--- src/rtl/ram_ctrl.sv ---
// ram_ctrl: CPU-side RAM controller that serialises instruction/data reads and stores onto a single RAM port
module ram_ctrl #(
   parameter int DWIDTH = 16,
   parameter int AWIDTH = 8,
   parameter int RD_LAT = 1
) (
   input  logic              clk,
   input  logic              rst,
   input  logic [15:0]       cpu_addr,
   input  logic [DWIDTH-1:0] cpu_wdata,
   input  logic              addr_sel,
   input  logic              rd_req,
   input  logic              wr_req,
   output logic [DWIDTH-1:0] ins,
   output logic [DWIDTH-1:0] ldr_data,
   output logic              en_ram_out,
   output logic              busy,
   output logic              addr_err,
   output logic [AWIDTH-1:0] mem_addr,
   output logic              mem_re,
   output logic              mem_we,
   output logic [DWIDTH-1:0] mem_wdata,
   input  logic [DWIDTH-1:0] mem_rdata
);
   typedef enum logic [2:0] {IDLE, RD, RD_WAIT, WR, DONE} state_t;
   localparam logic [2:0] LAST = 3'(RD_LAT - 1);
   state_t            state_q, state_d;
   logic [2:0]        cnt_q, cnt_d;
   logic              sel_q, sel_d, oor_q, oor_d, re_q, re_d, we_q, we_d;
   logic [AWIDTH-1:0] addr_q, addr_d;
   logic [DWIDTH-1:0] wdata_q, wdata_d, ins_q, ins_d, ldr_q, ldr_d, rdata;
   logic              accept, oor_in, cap;
   assign accept = state_q == IDLE && (rd_req || wr_req);
   assign oor_in = (cpu_addr >> AWIDTH) != 16'd0;
   assign cap    = state_q == RD_WAIT && cnt_q == LAST;
   assign rdata  = oor_q ? '0 : mem_rdata;
   // state and datapath registers, cleared asynchronously so a transaction in flight is abandoned
   always_ff @(posedge clk or posedge rst) begin
      if (rst) begin
         state_q <= IDLE;
         cnt_q   <= '0;
         sel_q   <= 1'b0;
         oor_q   <= 1'b0;
         re_q    <= 1'b0;
         we_q    <= 1'b0;
         addr_q  <= '0;
         wdata_q <= '0;
         ins_q   <= '0;
         ldr_q   <= '0;
      end else begin
         state_q <= state_d;
         cnt_q   <= cnt_d;
         sel_q   <= sel_d;
         oor_q   <= oor_d;
         re_q    <= re_d;
         we_q    <= we_d;
         addr_q  <= addr_d;
         wdata_q <= wdata_d;
         ins_q   <= ins_d;
         ldr_q   <= ldr_d;
      end
   end
   // next state: writes win a collision, reads sit in RD_WAIT until the RAM data is due
   always_comb begin
      state_d = state_q;
      cnt_d   = '0;
      case (state_q)
         IDLE:    state_d = wr_req ? WR : rd_req ? RD : IDLE;
         RD:      state_d = RD_WAIT;
         RD_WAIT: begin
            state_d = cap ? DONE : RD_WAIT;
            cnt_d   = cap ? 3'd0 : cnt_q + 3'd1;
         end
         WR:      state_d = DONE;
         DONE:    state_d = IDLE;
         default: state_d = IDLE;
      endcase
   end
   // request latching, one-cycle RAM strobes (suppressed when out of range) and read capture
   always_comb begin
      addr_d  = accept ? cpu_addr[AWIDTH-1:0] : addr_q;
      wdata_d = accept ? cpu_wdata : wdata_q;
      sel_d   = accept ? addr_sel : sel_q;
      oor_d   = accept ? oor_in : oor_q;
      re_d    = accept && !wr_req && !oor_in;
      we_d    = accept && wr_req && !oor_in;
      ins_d   = cap && !sel_q ? rdata : ins_q;
      ldr_d   = cap && sel_q ? rdata : ldr_q;
   end
   // outputs decoded from the registered state
   always_comb begin
      en_ram_out = state_q == DONE;
      busy       = state_q != IDLE;
      addr_err   = state_q == DONE && oor_q;
      mem_addr   = addr_q;
      mem_re     = re_q;
      mem_we     = we_q;
      mem_wdata  = wdata_q;
      ins        = ins_q;
      ldr_data   = ldr_q;
   end
endmodule

--- config.mk ---
export PLATFORM = sky130hd
export DESIGN_NAME = ram_ctrl
export DESIGN_NICKNAME = d
export VERILOG_FILES = /design/src/rtl/ram_ctrl.sv
export SDC_FILE = /design/constraint.sdc
export NUM_CORES = 1
export LEC_CHECK = 0
export CAP_MARGIN = 20
export CORE_MARGIN = 4
export CORE_UTILIZATION = 25
export DETAILED_ROUTE_END_ITERATION = 8
export PLACE_DENSITY = 0.54
export SLEW_MARGIN = 30
export SYNTH_ARGS = -nofsm -noshare
export SYNTH_HDL_FRONTEND = slang
export SYNTH_SLANG_ARGS = --single-unit
--- constraint.sdc ---
create_clock -name clk -period 5.5 [get_ports clk]
set_input_delay 1.375 -clock clk [delete_from_list [all_inputs] [get_ports clk]]
set_output_delay 1.375 -clock clk [all_outputs]
set_load 0.02 [all_outputs]
# Word-level counts from Yosys, hierarchy flattened
# Cells that the tools add are included.
# op_classes
n_addsub,1
eq_ne,4
n_mux,7
n_reduce_logical,17
# ops
op,n
2-to-1 mux 16 bit,1
nonzero test 16 bit,1
case mux 3 bit (4 select lines),1
logical AND 1 bit,9
2-to-1 mux 3 bit,3
== test 3 x 2 -> 1 bit (second input constant),2
logical NOT 3 bit,2
adder 3 x 1 -> 3 bit (second input constant),1
== test 3 x 1 -> 1 bit (second input constant),1
== test 3 bit (second input constant),1
logical NOT 1 bit,3
nonzero test 3 bit,1
2-to-1 mux 2 bit,1
logical OR 1 bit,1
2-to-1 mux 1 bit,1
# totals
regBits,66
in_bits,53
out_inout_bits,61
elab_cells,39

# Longest topological paths before layout
# depth
word_depth,4
ltp_mapped,7
ltp_nobuf,5

# Worst setup path after synthesis
# OpenSTA, ideal clock, no wires.
# synth_path
kind,reg2out
start,register state_q[2]
end,output port addr_err
t_arrival_ps,1358
required_ps,4125
slack_ps,2767
stages_incl_launch_ff,3
n_path_buf,0
cell_sequence,dfrtp_1 > nor3b_1 > and2_1
# synth_via
elab_chain_cells,2
# synth_rtl
item,line_no,source
"start, declared",27,"state_t state_q, state_d;"
"start signal, assigned",51,state_q <= state_d;
== test 3 bit,-,
net en_ram_out,16,"output logic en_ram_out,"
logical AND 1 bit,94,addr_err = state_q == DONE && oor_q;
"end, declared",18,"output logic addr_err,"
# The timed path passes the listed nets, and every way through them passes these cells.

# Worst setup path after layout
# layout_path
start,register oor_q
end,output port addr_err
# layout_via
elab_chain_cells,1
# layout_rtl
item,line_no,source
"start, declared",29,"logic sel_q, sel_d, oor_q, oor_d, re_q, re_d, we_q, we_d;"
"start signal, assigned",54,oor_q <= oor_d;
logical AND 1 bit,94,
# No other way between the ends.

==> flow_summary.json <==
{
  "synthesis.yosys.warnings": 0,
  "drtPass1Iterations": 2,
  "worst-setup-path-type": "register to primary output",
  "synthesis.nets": 235,
  "global_route.usage.total_pct": 10.56,
  "max-cap-violations": 0,
  "yosys.area.top_type": "sky130_fd_sc_hd__dfrtp_1",
  "preCtsSetupSlack_ns": 2.429,
  "grt_pass1_wl_um": 10400,
  "syn2layout_area_growth_pct": 51.27,
  "most-common-layout-cells": "sky130_fd_sc_hd__clkdlybuf4s50_1 (113), sky130_fd_sc_hd__dfrtp_1 (66), sky130_fd_sc_hd__mux2_2 (48)",
  "p_int_uw": 1217,
  "setup_tns_ns": 0,
  "n_antenna_cell": 0,
  "drc": 0,
  "cp-end-kind": "primary output",
  "total_power_uw": 1822,
  "wl_per_cell_um": 15.12,
  "floorplan.rows": 38,
  "postCtsHoldBufs": 0,
  "yosys.area.top_type_share_pct": 60.05,
  "clock_latency_ns": 0.34,
  "report.final.slew_viol_count": 0,
  "clkSinkCount": 66,
  "setup_repair_after_global_routing_missed_its_margin": "false",
  "grt_start_max_net_pins": 37,
  "drive_gt1_share_pct": 27.48,
  "critPathSlowestCell": "sky130_fd_sc_hd__dfrtp_1",
  "syn-mean-instance-area_um2": 15.28,
  "grt_overflow_total": 0,
  "synth.ff_latch_count": 66,
  "max_clock_freq_mhz": 295.9,
  "die_x_um": 112.9,
  "antenna_found_initial": 0,
  "die-height_um": 112.9,
  "clock_slew_at_the_register_clock_pins_of_the_worst_setup_and_hold_paths_ns": 0.07,
  "numPortBuffers": 113,
  "comb_power_share_pct": 42.3,
  "num_vias": 1864,
  "cp_cell_sequence": "and2_1 -> clkdlybuf4s50_1",
  "slew_headroom_pct": 48.94,
  "clockRootBuffer": "sky130_fd_sc_hd__clkbuf_8",
  "vdd_drop_max_mv": 0.2732,
  "dr.first_iter.drc_count": 35,
  "finalWeightedCongestion": 0.6931,
  "crit_path_start_kind": "register",
  "critical-path-top-delay-family": "flip-flops",
  "crit_fanout": 18,
  "fin_crit_sh_pct": 61.45,
  "htreeDepth": 3,
  "critPathMaxStageDelay_ns": 0.84,
  "design.portCount": 114,
  "clkPwrFrac_pct": 19.6,
  "worst_ep_arrival_time_ns": 2.00,
  "finish.utilization_pct": 38.55,
  "tritoncts": "yes",
  "detailed_place_hpwl_um": 4601,
  "cp.buffers_inverters": 1,
  "start_util_pct": 25.48,
  "outcome": "finished clean",
  "power_density_mw_per_mm2": 437.8,
  "die-area_mm2": 0.01274,
  "power.leakage_uw": 0.001773,
  "synth.top_cells.by_area": "sky130_fd_sc_hd__dfrtp_1 (60%), sky130_fd_sc_hd__mux2_2 (20%), sky130_fd_sc_hd__mux2_4 (5.5%), sky130_fd_sc_hd__nor2b_1 (3.6%), sky130_fd_sc_hd__buf_6 (1.6%)",
  "hold_viol_final": 0,
  "cts-resized-gates": 0,
  "ys_types": 27,
  "drt-vias-per-instance": 4.217,
  "net_sw_power_uw": 604.8,
  "route.antenna.remaining_nets": 0,
  "clock_buffers_created_by_tritoncts": 9,
  "cts.path.max_buffers": 2,
  "layout.cells.most_common": "sky130_fd_sc_hd__clkdlybuf4s50_1",
  "detail_route.wirelength_um": 6681,
  "finalSetupViolations": 0,
  "sw_frac_of_total_pct": 33.20,
  "post_cts.repair.setup_buffers": 0,
  "required_ns": 4.12,
  "synthesis.instances": 180,
  "first_global_vias": 2069,
  "fin_ws_ns": 2.120,
  "clock-skew-final_ns": 0.009858,
  "hold_path.class": "register to register",
  "worst_pin_slew_ns": 0.7659,
  "design.final.nets": 353,
  "core_region_area_mm2": 0.01079,
  "synthesis.area_mm2": 0.002750,
  "power_frac_seq_pct": 38.1,
  "finalCriticalPeriod_ns": 3.380,
  "seq_area_frac_synth_pct": 60.05
}
==> metal layers <==
| layer | vias up | part of all wire (%) | track usage (%) | wire [µm] |
|---|---|---|---|---|
| met5 | - | 0 | 0 | 0 |
| met4 | 0 | 2.2 | 4.567 | 148 |
| met3 | 13 | 11 | 5.561 | 731 |
| met2 | 89 | 45 | 16.07 | 2976 |
| met1 | 900 | 42 | 12.44 | 2823 |
| li1 | 862 | - | - | - |
==> through the flow <==
stage | area, µm² | instances | hold WS (ns)
floorplan | 2750 | 180 | 0.4378
global placement | 3988 | 427 | 0.4574
detailed placement | 3990 | 427 | 0.4627
CTS | 4160 | 442 | 0.4723
global route | 4160 | 442 | 0.4984
finish | 4160 | 442 | 0.4674
==> worst paths after layout <==
check                           cells after the start  startpoint      endpoint  slack (ns)
worst max-delay path                                2       oor_q      addr_err        2.12
worst min-delay path                                1    cnt_q[0]      cnt_q[0]        0.47
worst max register to register                      5    cnt_q[0]  ldr_data[11]        3.45
worst min register to register                      1    cnt_q[0]      cnt_q[0]        0.47
max in group asynchronous                           3         rst  mem_wdata[0]        3.12
min in group asynchronous                           2         rst  ldr_data[14]        1.45
==> sequential cells by signal (all words and copies together), names as in the netlist <==
register	flops
oor_q	1
state_q	3
ins	16
ldr_data	16
mem_wdata	16
mem_addr	8
mem_re	1
sel_q	1
mem_we	1
cnt_q	3
==> kinds of logic after synthesis <==
family / after synthesis / synth area share, %
flip-flops: 66 / 60.05
AO/OA/AOI/OAI: 3 / 0.8189
adder cells (fa/ha/maj): 2 / 0.9098
buffers and inverters: 12 / 3.458
AND/OR/NAND/NOR: 39 / 9.646
multiplexers: 58 / 25.11
==> worst register-to-register path: stages, from the launching register on <==
cell	delay, ns
sky130_fd_sc_hd__dfrtp_1	0.40
sky130_fd_sc_hd__inv_1	0.06
sky130_fd_sc_hd__ha_1	0.16
sky130_fd_sc_hd__nor2b_2	0.31
sky130_fd_sc_hd__and3_2	0.61
sky130_fd_sc_hd__mux2_2	0.41
==> cells in the mapped netlist (all sizes together) <==
library cell  instances
dfrtp                66
mux2                 58
nor2b                17
buf                   6
inv                   5
nor2                  5
nor3b                 5
and2                  2
ha                    2
nand2                 2
nor3                  2
nor4                  2
a21oi                 1
and3                  1
clkbuf                1
nand3b                1
o21a                  1
o22a                  1
or2                   1
or2b                  1
==> power by group through the flow <==
stage          logic [µW]  registers [µW]  clock network (µW)
6_report              771             694                 356
2_1_floorplan         342             827                   0
5_1_grt               821             711                 396
4_1_cts               789             696                 379
3_5_place_dp          786             699                   0
3_3_place_gp          780             701                   0
==> area by class of cell <==
class                   count  area, µm²
repair buffers            114       1139
clock buffers              12      155.1
flip-flops and latches     66       1652
inverters                   5      18.77
well taps                 140      175.2
multi-input cells         102       1006
clock inverters             3      15.01
fillers                  1068       6633
Power figures use the tool's default switching activity.
==> RTL edit, RTL diff (config.mk and constraints unchanged) <==
Add an input register stage for `cpu_addr`, cleared by the reset; this delays it by one clock. The other inputs are not delayed to match.
--- a/src/rtl/ram_ctrl.sv
+++ b/src/rtl/ram_ctrl.sv
@@ -26,2 +26,13 @@
    localparam logic [2:0] LAST = 3'(RD_LAT - 1);
+
+   logic [15:0] cpu_addr_q;
+
+   always_ff @(posedge clk or posedge rst) begin
+      if (rst) begin
+         cpu_addr_q <= '0;
+      end else begin
+         cpu_addr_q <= cpu_addr;
+      end
+   end
+
    state_t            state_q, state_d;
@@ -33,3 +44,3 @@
    assign accept = state_q == IDLE && (rd_req || wr_req);
-   assign oor_in = (cpu_addr >> AWIDTH) != 16'd0;
+   assign oor_in = (cpu_addr_q >> AWIDTH) != 16'd0;
    assign cap    = state_q == RD_WAIT && cnt_q == LAST;
@@ -80,3 +91,3 @@
    always_comb begin
-      addr_d  = accept ? cpu_addr[AWIDTH-1:0] : addr_q;
+      addr_d  = accept ? cpu_addr_q[AWIDTH-1:0] : addr_q;
       wdata_d = accept ? cpu_wdata : wdata_q;
Function: changed (a bounded check fails within 4 cycles, from zero or initial values and one cycle with rst high).
==> RTL edit against the original RTL <==
Wire length up 2.5%; sequential cell count rose by 16; synthesized cell count rose by 8.9%; core utilization increased by 0.42 points; global-route usage is 0.50 points lower; combinational power decreased by 3%; cell area rose by 14%; sequential power up 16%; area after synthesis rose by 14%; die area rose by 13%; setup slack better by 0.011 ns; power up 19%; largest power group is now sequential cells.
==> RTL edit: results (changes against the original RTL) <==
- Post-Syn Nets: 251 (was 235)
- Reg-to-Reg End: ldr_data[1] (was ldr_data[11])
- Synth cell count leaders: 82 x dfrtp_1, 48 x mux2_2, 16 x nor2b_1, 10 x mux2_4 (was 66 x dfrtp_1, 48 x mux2_2, 16 x nor2b_1, 10 x mux2_4)
- Final std cells w/o fill: 488 (was 442)
- R2R setup slack: 3.52 ns (was 3.45 ns)
- Worst hold slack: 0.474 ns (was 0.467 ns)
- Mean Syn Cell Area: 16.0 um^2 (was 15.3 um^2)
- GPL Wtd Cong: 0.674 (was 0.693)
- Mux contribution to synthesized area: 0.223 (was 0.251)
- Top area cells in the synthesized netlist: dfrtp_1 65%, mux2_2 17%, mux2_4 4.8%, nor2b_1 3.2%, buf_6 1.1% (was dfrtp_1 60%, mux2_2 20%, mux2_4 5.5%, nor2b_1 3.6%, buf_6 1.6%)
- Worst-Margin Slew: 0.671 ns (was 0.766 ns)
- Layout cells sized above 1: 0.256 (was 0.275)
- Layout Skew: 0.00444 ns (was 0.00986 ns)
- HPWL Detailed: 4810 um (was 4600 um)
- Largest net degree at the start of global routing: 51 (was 37)
- Register area share after synthesis: 0.653 (was 0.601)
- Run status: complete, no violations (unchanged)
- Routed metal-1 wirelength: 2800 um (was 2820 um)
- First-pass DRT Iterations: 3 (was 2)
- GRT Total Usage: 0.101 (was 0.106)
- # fillers: 1,155 (was 1,068)
- Number of cells after detailed placement: 472 (was 427)
- Vias in the first global route: 2,105 (was 2,069)
- Crit-path max cell delay: 0.77 ns (was 0.84 ns)
- HP Start: cpu_addr_q[4] (was cnt_q[0])
- Clock root cell: clkbuf_16 (was clkbuf_8)
- First-pass GRT wire length: 11,100 um (was 10,400 um)
- Synth Area in Compound Gates: 0.00478 (was 0.00819)
- Vias: 1,938 (was 1,864)
- Met1 Track Usage GR: 0.110 (was 0.124)
- Placement Setup Slack: 2.46 ns (was 2.43 ns)
- Final design area excluding fillers: 4740 um^2 (was 4160 um^2)
- 1st-iter DRT viols: 89 (was 35)
- Metal2 WL: 3210 um (was 2980 um)
- Max IR drop VDD: 302 uV (was 273 uV)
- Met3 WL: 762 um (was 731 um)
- Yosys cell types: 25 (was 27)
- Met3 Track Usage GR: 0.0679 (was 0.0556)
- Met2 usage: 0.157 (was 0.161)
- Pint: 1.50 mW (was 1.22 mW)
## RTL edit: power by group through the flow
stage          sequential, mW  clock [mW]  combinational (mW)
6_report                0.807       0.616               0.751
5_1_grt                 0.828       0.669               0.801
4_1_cts                 0.811       0.644               0.768
3_5_place_dp            0.818           0               0.764
3_3_place_gp            0.813           0               0.763
2_1_floorplan           0.944           0               0.321
## RTL edit: worst max-delay path by stage
stage | startpoint | endpoint | slack [ns] | cells past startpoint
3_3_place_gp | oor_q | addr_err | 2.50 | 2
5_1_grt | oor_q | addr_err | 1.94 | 2
2_1_floorplan | rst | cnt_q[0] | 2.02 | 1
6_report | oor_q | addr_err | 2.13 | 2
3_5_place_dp | oor_q | addr_err | 2.46 | 2
4_1_cts | oor_q | addr_err | 2.06 | 2
## RTL edit: final cells by class
class,count,area [um^2],share of cell area
sequential,82,2050,0.433
timing repair buffer,115,1150,0.242
clock buffer,10,239,0.0504
tap,168,210,0.0444
clock inverter,6,71.3,0.0150
multi-input combinational,102,1000,0.211
inverter,5,21.3,0.00449
